===== src/rtl/ctrl_pipe_pkg.sv =====
// Shared constants for the control-bundle pipeline: bundle bit positions,
// default bundle width, bubble value and scoreboard counter sizing.
package ctrl_pipe_pkg;

    localparam int CW_DEFAULT = 32;

    // Bit positions inside the decoded control bundle
    localparam int CB_REGWRITE   = 0;
    localparam int CB_MEMTOREG   = 1;
    localparam int CB_MEMWRITE   = 2;
    localparam int CB_ALUSRC     = 3;
    localparam int CB_REGDST     = 4;
    localparam int CB_MDSTART    = 5;
    localparam int CB_HILO_WE    = 6;
    localparam int CB_BRANCH     = 7;
    localparam int CB_ALUCTRL_LO = 8;
    localparam int CB_ALUCTRL_W  = 4;

    localparam logic [CW_DEFAULT-1:0] CTRL_BUBBLE = '0;

    localparam int MD_CNT_W = 6;

    function automatic logic [MD_CNT_W-1:0] md_load_value(input int cycles);
        return MD_CNT_W'(cycles - 1);
    endfunction

endpackage


===== src/rtl/ctrl_stage_reg.sv =====
// One pipeline stage register holding {bds, valid, ctrl}; bubble-load takes
// priority over hold, otherwise the source word is captured.
module ctrl_stage_reg
    import ctrl_pipe_pkg::*;
#(
    parameter int W = CW_DEFAULT + 2
) (
    input  logic         clk,
    input  logic         reset,
    input  logic         load_bubble,
    input  logic         hold,
    input  logic [W-1:0] src,
    output logic [W-1:0] q
);

    logic [W-1:0] word_q;
    logic [W-1:0] word_d;

    always_comb begin
        word_d = word_q;
        if (load_bubble) begin
            word_d = '0;
        end else if (!hold) begin
            word_d = src;
        end
    end

    always_ff @(posedge clk or negedge reset) begin
        if (!reset) begin
            word_q <= '0;
        end else begin
            word_q <= word_d;
        end
    end

    assign q = word_q;

endmodule


===== src/rtl/ctrl_pipe.sv =====
// Control-bundle pipeline with per-stage valid/delay-slot tags, bubble
// insertion, exception kill and an optional HI/LO busy scoreboard (CTRL_PIPE_MD_EN).
module ctrl_pipe
    import ctrl_pipe_pkg::*;
#(
    parameter int STAGES     = 3,
    parameter int CW         = CW_DEFAULT,
    parameter int KILL_DEPTH = 2,
    parameter int MD_CYCLES  = 32
) (
    input  logic                 clk,
    input  logic                 reset,
    input  logic [CW-1:0]        ctrl_d,
    input  logic                 valid_d,
    input  logic                 bds_f,
    input  logic                 stall_d,
    input  logic [STAGES-1:0]    stall,
    input  logic [STAGES-1:0]    flush,
    input  logic                 exc_kill,
    input  logic                 md_start_e,
    input  logic                 hilo_access_d,
    output logic [STAGES*CW-1:0] ctrl_q,
    output logic [STAGES-1:0]    valid_q,
    output logic [STAGES-1:0]    bds_q,
    output logic                 md_busy,
    output logic                 md_stall_req
);

    localparam int W = CW + 2;

    logic                      bds_dq_q;
    logic                      bds_dq_d;
    logic [STAGES-1:0][W-1:0]  stage_src;
    logic [STAGES-1:0][W-1:0]  stage_word;
    logic [STAGES-1:0]         stage_bubble;

    always_comb begin
        bds_dq_d = bds_dq_q;
        if (!stall_d) begin
            bds_dq_d = bds_f;
        end
    end

    always_ff @(posedge clk or negedge reset) begin
        if (!reset) begin
            bds_dq_q <= 1'b0;
        end else begin
            bds_dq_q <= bds_dq_d;
        end
    end

    genvar i;
    generate
        for (i = 0; i < STAGES; i++) begin : g_stage
            logic kill_here;
            logic prev_stalled;

            if (i == 0) begin : g_head
                assign stage_src[i]  = {bds_dq_q, valid_d, ctrl_d};
                assign prev_stalled  = stall_d;
            end else begin : g_body
                assign stage_src[i]  = stage_word[i-1];
                assign prev_stalled  = stall[i-1];
            end

            if (i < KILL_DEPTH) begin : g_kill
                assign kill_here = exc_kill;
            end else begin : g_nokill
                assign kill_here = 1'b0;
            end

            // An upstream hold must not let this stage re-capture the held
            // instruction, so it takes a bubble unless it is itself held.
            assign stage_bubble[i] = flush[i] | kill_here | (!stall[i] & prev_stalled);

            ctrl_stage_reg #(
                .W (W)
            ) u_stage (
                .clk         (clk),
                .reset       (reset),
                .load_bubble (stage_bubble[i]),
                .hold        (stall[i]),
                .src         (stage_src[i]),
                .q           (stage_word[i])
            );

            assign ctrl_q[i*CW +: CW] = stage_word[i][CW-1:0];
            assign valid_q[i]         = stage_word[i][CW];
            assign bds_q[i]           = stage_word[i][CW+1];
        end
    endgenerate

`ifdef CTRL_PIPE_MD_EN
    localparam logic [MD_CNT_W-1:0] MD_LOAD = md_load_value(MD_CYCLES);

    logic [MD_CNT_W-1:0] md_cnt_q;
    logic [MD_CNT_W-1:0] md_cnt_d;
    logic                md_issue;

    assign md_issue = md_start_e & valid_q[0] & !stall[0];

    // Kill leaves the counter alone: the operation already left stage 0.
    always_comb begin
        md_cnt_d = md_cnt_q;
        if (md_issue) begin
            md_cnt_d = MD_LOAD;
        end else if (md_cnt_q != '0) begin
            md_cnt_d = md_cnt_q - 1'b1;
        end
    end

    always_ff @(posedge clk or negedge reset) begin
        if (!reset) begin
            md_cnt_q <= '0;
        end else begin
            md_cnt_q <= md_cnt_d;
        end
    end

    assign md_busy      = (md_cnt_q != '0);
    assign md_stall_req = reset & hilo_access_d & valid_d & (md_busy | md_start_e);
`else
    logic unused_md;
    assign unused_md    = ^{md_start_e, hilo_access_d};
    assign md_busy      = 1'b0;
    assign md_stall_req = 1'b0;
`endif

endmodule

===== config.mk =====
export PLATFORM = sky130hd
export DESIGN_NAME = ctrl_pipe
export DESIGN_NICKNAME = d
export VERILOG_FILES = /design/src/rtl/ctrl_pipe_pkg.sv /design/src/rtl/ctrl_stage_reg.sv /design/src/rtl/ctrl_pipe.sv
export SDC_FILE = /design/constraint.sdc
export NUM_CORES = 1
export LEC_CHECK = 0
export ABC_CLOCK_PERIOD_IN_PS = 900
export CORE_UTILIZATION = 42
export DETAILED_ROUTE_END_ITERATION = 8
export GPL_ROUTABILITY_DRIVEN = 0
export GPL_TIMING_DRIVEN = 0
export PLACE_DENSITY = 0.77
export SETUP_SLACK_MARGIN = 0.4
export SYNTH_ARGS = -nofsm -noshare
export SYNTH_HDL_FRONTEND = slang
export SYNTH_SLANG_ARGS = --single-unit

===== constraint.sdc =====
create_clock -name clk -period 0.9 [get_ports clk]
set_input_delay 0.18 -clock clk [delete_from_list [all_inputs] [get_ports clk]]
set_output_delay 0.18 -clock clk [all_outputs]
set_load 0.005 [all_outputs]

==> results.rst <==
.. list-table::
   :header-rows: 1

   * - Metric
     - Value
   * - Maximum net fanout on the critical path
     - 2
   * - Wire length of the first global-routing pass
     - 23.0 mm
   * - Antenna violation net count after detailed routing
     - 0
   * - Number of H-tree branching levels
     - 3
   * - Final critical delay including setup and external delays
     - 1.15 ns
   * - Hold Fails Final Rpt
     - 41
   * - RSZ-0062 raised after global routing
     - true
   * - P_leak
     - 3.66 nW
   * - Result of the run
     - finished with violations
   * - Type of element capturing the critical path
     - output pin
   * - Chip Width
     - 108 um
   * - Worst path top cell family by delay
     - flip-flops
   * - Crit path arrival time
     - 0.97 ns
   * - Vias post-DR
     - 4520
   * - Part of the cycle the worst path needs
     - 1.28
   * - Number of I/O port buffers
     - 142
   * - Number of buffers created by CTS
     - 9
   * - Final standard cell area without fillers
     - 7630 sq um
   * - Most frequent cells in the layout
     - sky130_fd_sc_hd__buf_2, sky130_fd_sc_hd__dfrtp_1, sky130_fd_sc_hd__a21oi_2, sky130_fd_sc_hd__nand2_1, sky130_fd_sc_hd__buf_4
   * - Residual DRC count
     - 0
   * - Effective utilization at floorplan
     - 0.432
   * - Core region area
     - 10800 sq um
   * - Seq/Total Area, Yosys
     - 0.551
   * - Worst setup skew after layout
     - 0.0110 ns
   * - Area enclosed by the die boundary
     - 11600 sq um
   * - Clock transition time at the flip-flop clock pins of the worst setup and hold paths
     - 0.10 ns
   * - Worst hold-check path type
     - in2async
   * - Warnings, synthesis
     - 0
   * - Critical-path cell list
     - buf_2
   * - Startpoint type of the worst setup path
     - register
   * - Post-detailed-route via-to-cell ratio
     - 5.23
   * - Antenna violations before repair
     - 0
   * - Number of sinks driven by the clock tree
     - 103
   * - Ports placed on the boundary
     - 150
   * - Number of standard-cell rows in the floorplan
     - 38
   * - Type of the worst setup path
     - reg2out
   * - Pre-CTS setup slack
     - -0.808 ns
   * - Source-to-sink clock delay at the later pin of the worst-skew pair
     - 0.37 ns
   * - Final hold slack
     - -0.293 ns
   * - Top post-synthesis cells by area
     - sky130_fd_sc_hd__dfrtp_1, sky130_fd_sc_hd__or3b_1, sky130_fd_sc_hd__a21oi_1, sky130_fd_sc_hd__nand2_1, sky130_fd_sc_hd__buf_6
   * - Max Root-Sink Buffers
     - 2
   * - Placed cell areas
     - 6420 sq um
   * - Count of placed standard cells including taps
     - 743
   * - Endpoints failing setup
     - 171
   * - Maximum vdd drop
     - 0.000704 V
   * - Number of buffer and inverter stages on the critical path
     - 1
   * - Max-cap violations
     - 0
   * - Vert. Die Dim
     - 108 um
   * - Violations in the final reports
     - negative hold slack, negative setup slack
   * - Overall power
     - 8.93 mW
   * - PD cells
     - 1170 nW/um^2
   * - Max incr delay on CP
     - 0.43 ns
   * - Number of global-route vias before repair
     - 4389
   * - Highest attainable clock frequency
     - 0.871 GHz
   * - Growth of design area from synthesis to finish
     - 63.1%
   * - Post-synth design cell area
     - 4680 sq um
   * - Cell taking the most area after synthesis
     - sky130_fd_sc_hd__dfrtp_1
   * - Layout filler cell count
     - 782
   * - Root buffer cell
     - sky130_fd_sc_hd__clkbuf_8
   * - Cell count after synthesis
     - 459
   * - Total gr overflow
     - 0
   * - GRT Total Usage
     - 0.261
   * - WL final
     - 16.1 mm
   * - Detailed-placement wirelength estimate
     - 9.37 mm
   * - Share of layout cells above drive strength 1
     - 0.586
   * - Count of pins over their slew limit
     - 0
   * - Mean instance size in the synthesized netlist
     - 10.2 sq um
   * - Setup ws final
     - -0.248 ns
   * - Maximum number of pins on one net before global-route repair
     - 63
   * - Max stage delay cell, worst path
     - sky130_fd_sc_hd__dfrtp_1
   * - 1st-pass router iterations
     - 5
   * - Violation count after the first detailed-routing iteration
     - 199
   * - Flip-flop and latch count after synthesis
     - 103
   * - Wire per inst
     - 18.6 um
   * - Clock tree from TritonCTS
     - built
   * - Antenna diode instance count
     - 0
   * - Cell variety after synth
     - 14
   * - Non-Filler Instances
     - 865
   * - Most common cell after layout, fill and taps aside
     - sky130_fd_sc_hd__buf_2
   * - Worst endpoint required time
     - 0.72 ns
   * - Area fraction of the dominant cell type after synthesis
     - 0.551
   * - # nets final
     - 768
[metrics by stage]
stage	utilization	TNS [ns]	hold WS (ns)
4_1_cts	0.663	-26.60	-0.276
3_5_place_dp	0.592	-81.26	0.207
3_3_place_gp	0.590	-487.29	0.496
2_1_floorplan	-	-3.33	-0.116
6_report	0.704	-28.49	-0.293
5_1_grt	0.704	-33.18	-0.257
[layer usage]
layer | part of all wire | global-route usage
met1 | 0.42 | 0.335
met2 | 0.50 | 0.434
met3 | 0.047 | 0.0430
met4 | 0.026 | 0.114
met5 | 0 | 0
[final timing paths]
check	start	endpoint	slack [ns]	cells after the start
worst min register to register	g_stage[2].u_stage.q[22]	g_stage[2].u_stage.q[22]	0.54	2
worst max register to register	g_stage[0].u_stage.q[8]	g_stage[1].u_stage.q[8]	-0.24	4
max in group asynchronous	reset	g_stage[2].u_stage.q[21]	0.55	2
min in group clk	stall_d	g_stage[0].u_stage.q[10]	0.11	3
worst max-delay path	g_stage[0].u_stage.q[1]	ctrl_q[1]	-0.25	1
worst min-delay path	reset	g_stage[2].u_stage.q[18]	-0.29	1
[cell usage after synthesis, drive strengths merged]
master	instances
clkbuf	24
nand2	102
buf	22
a21oi	102
dfrtp	103
mux2	1
or2	2
conb	1
or3b	102
[timing repair]
item,4_1_cts,5_1_grt
endpoints found under the setup margin,259,205
resized for setup,568,99
cloned,4,0
pin swaps,36,6
buffers inserted,89,15
endpoints found under the hold margin,41,41
[kinds of logic (layout without fill, tap and decap cells)]
family,Yosys count,after routing,synth area share
other cells,1,2,0.000801
flops,103,103,0.551
simple gates,206,206,0.275
compound gates,102,102,0.110
mux,1,1,0.00241
buf+inv,46,311,0.0607
[layout make-up]
class                      count  area [sq um]  share of cell area
buffer                        46           450              0.0590
clock buffer                  10           128              0.0167
clock inverter                 4          72.6             0.00951
multi-input combinational    311          2330               0.306
sequential                   103          2580               0.338
tap                          140           175              0.0230
timing repair buffer         251          1890               0.248
[registers in the layout, indices dropped and copies added, names as in the netlist]
signal	count
bds_dq_q	1
g_stage.u_stage.q	102
[where the power goes]
part	leakage, nW	switching, mW	internal, mW	total, mW
Clock	0.0982	1.59	1.54	3.12
Sequential	1.43	0.0320	4.66	4.69
Combinational	2.13	0.588	0.525	1.11
Total	3.66	2.21	6.72	8.93
Power figures use the tool's default switching activity.
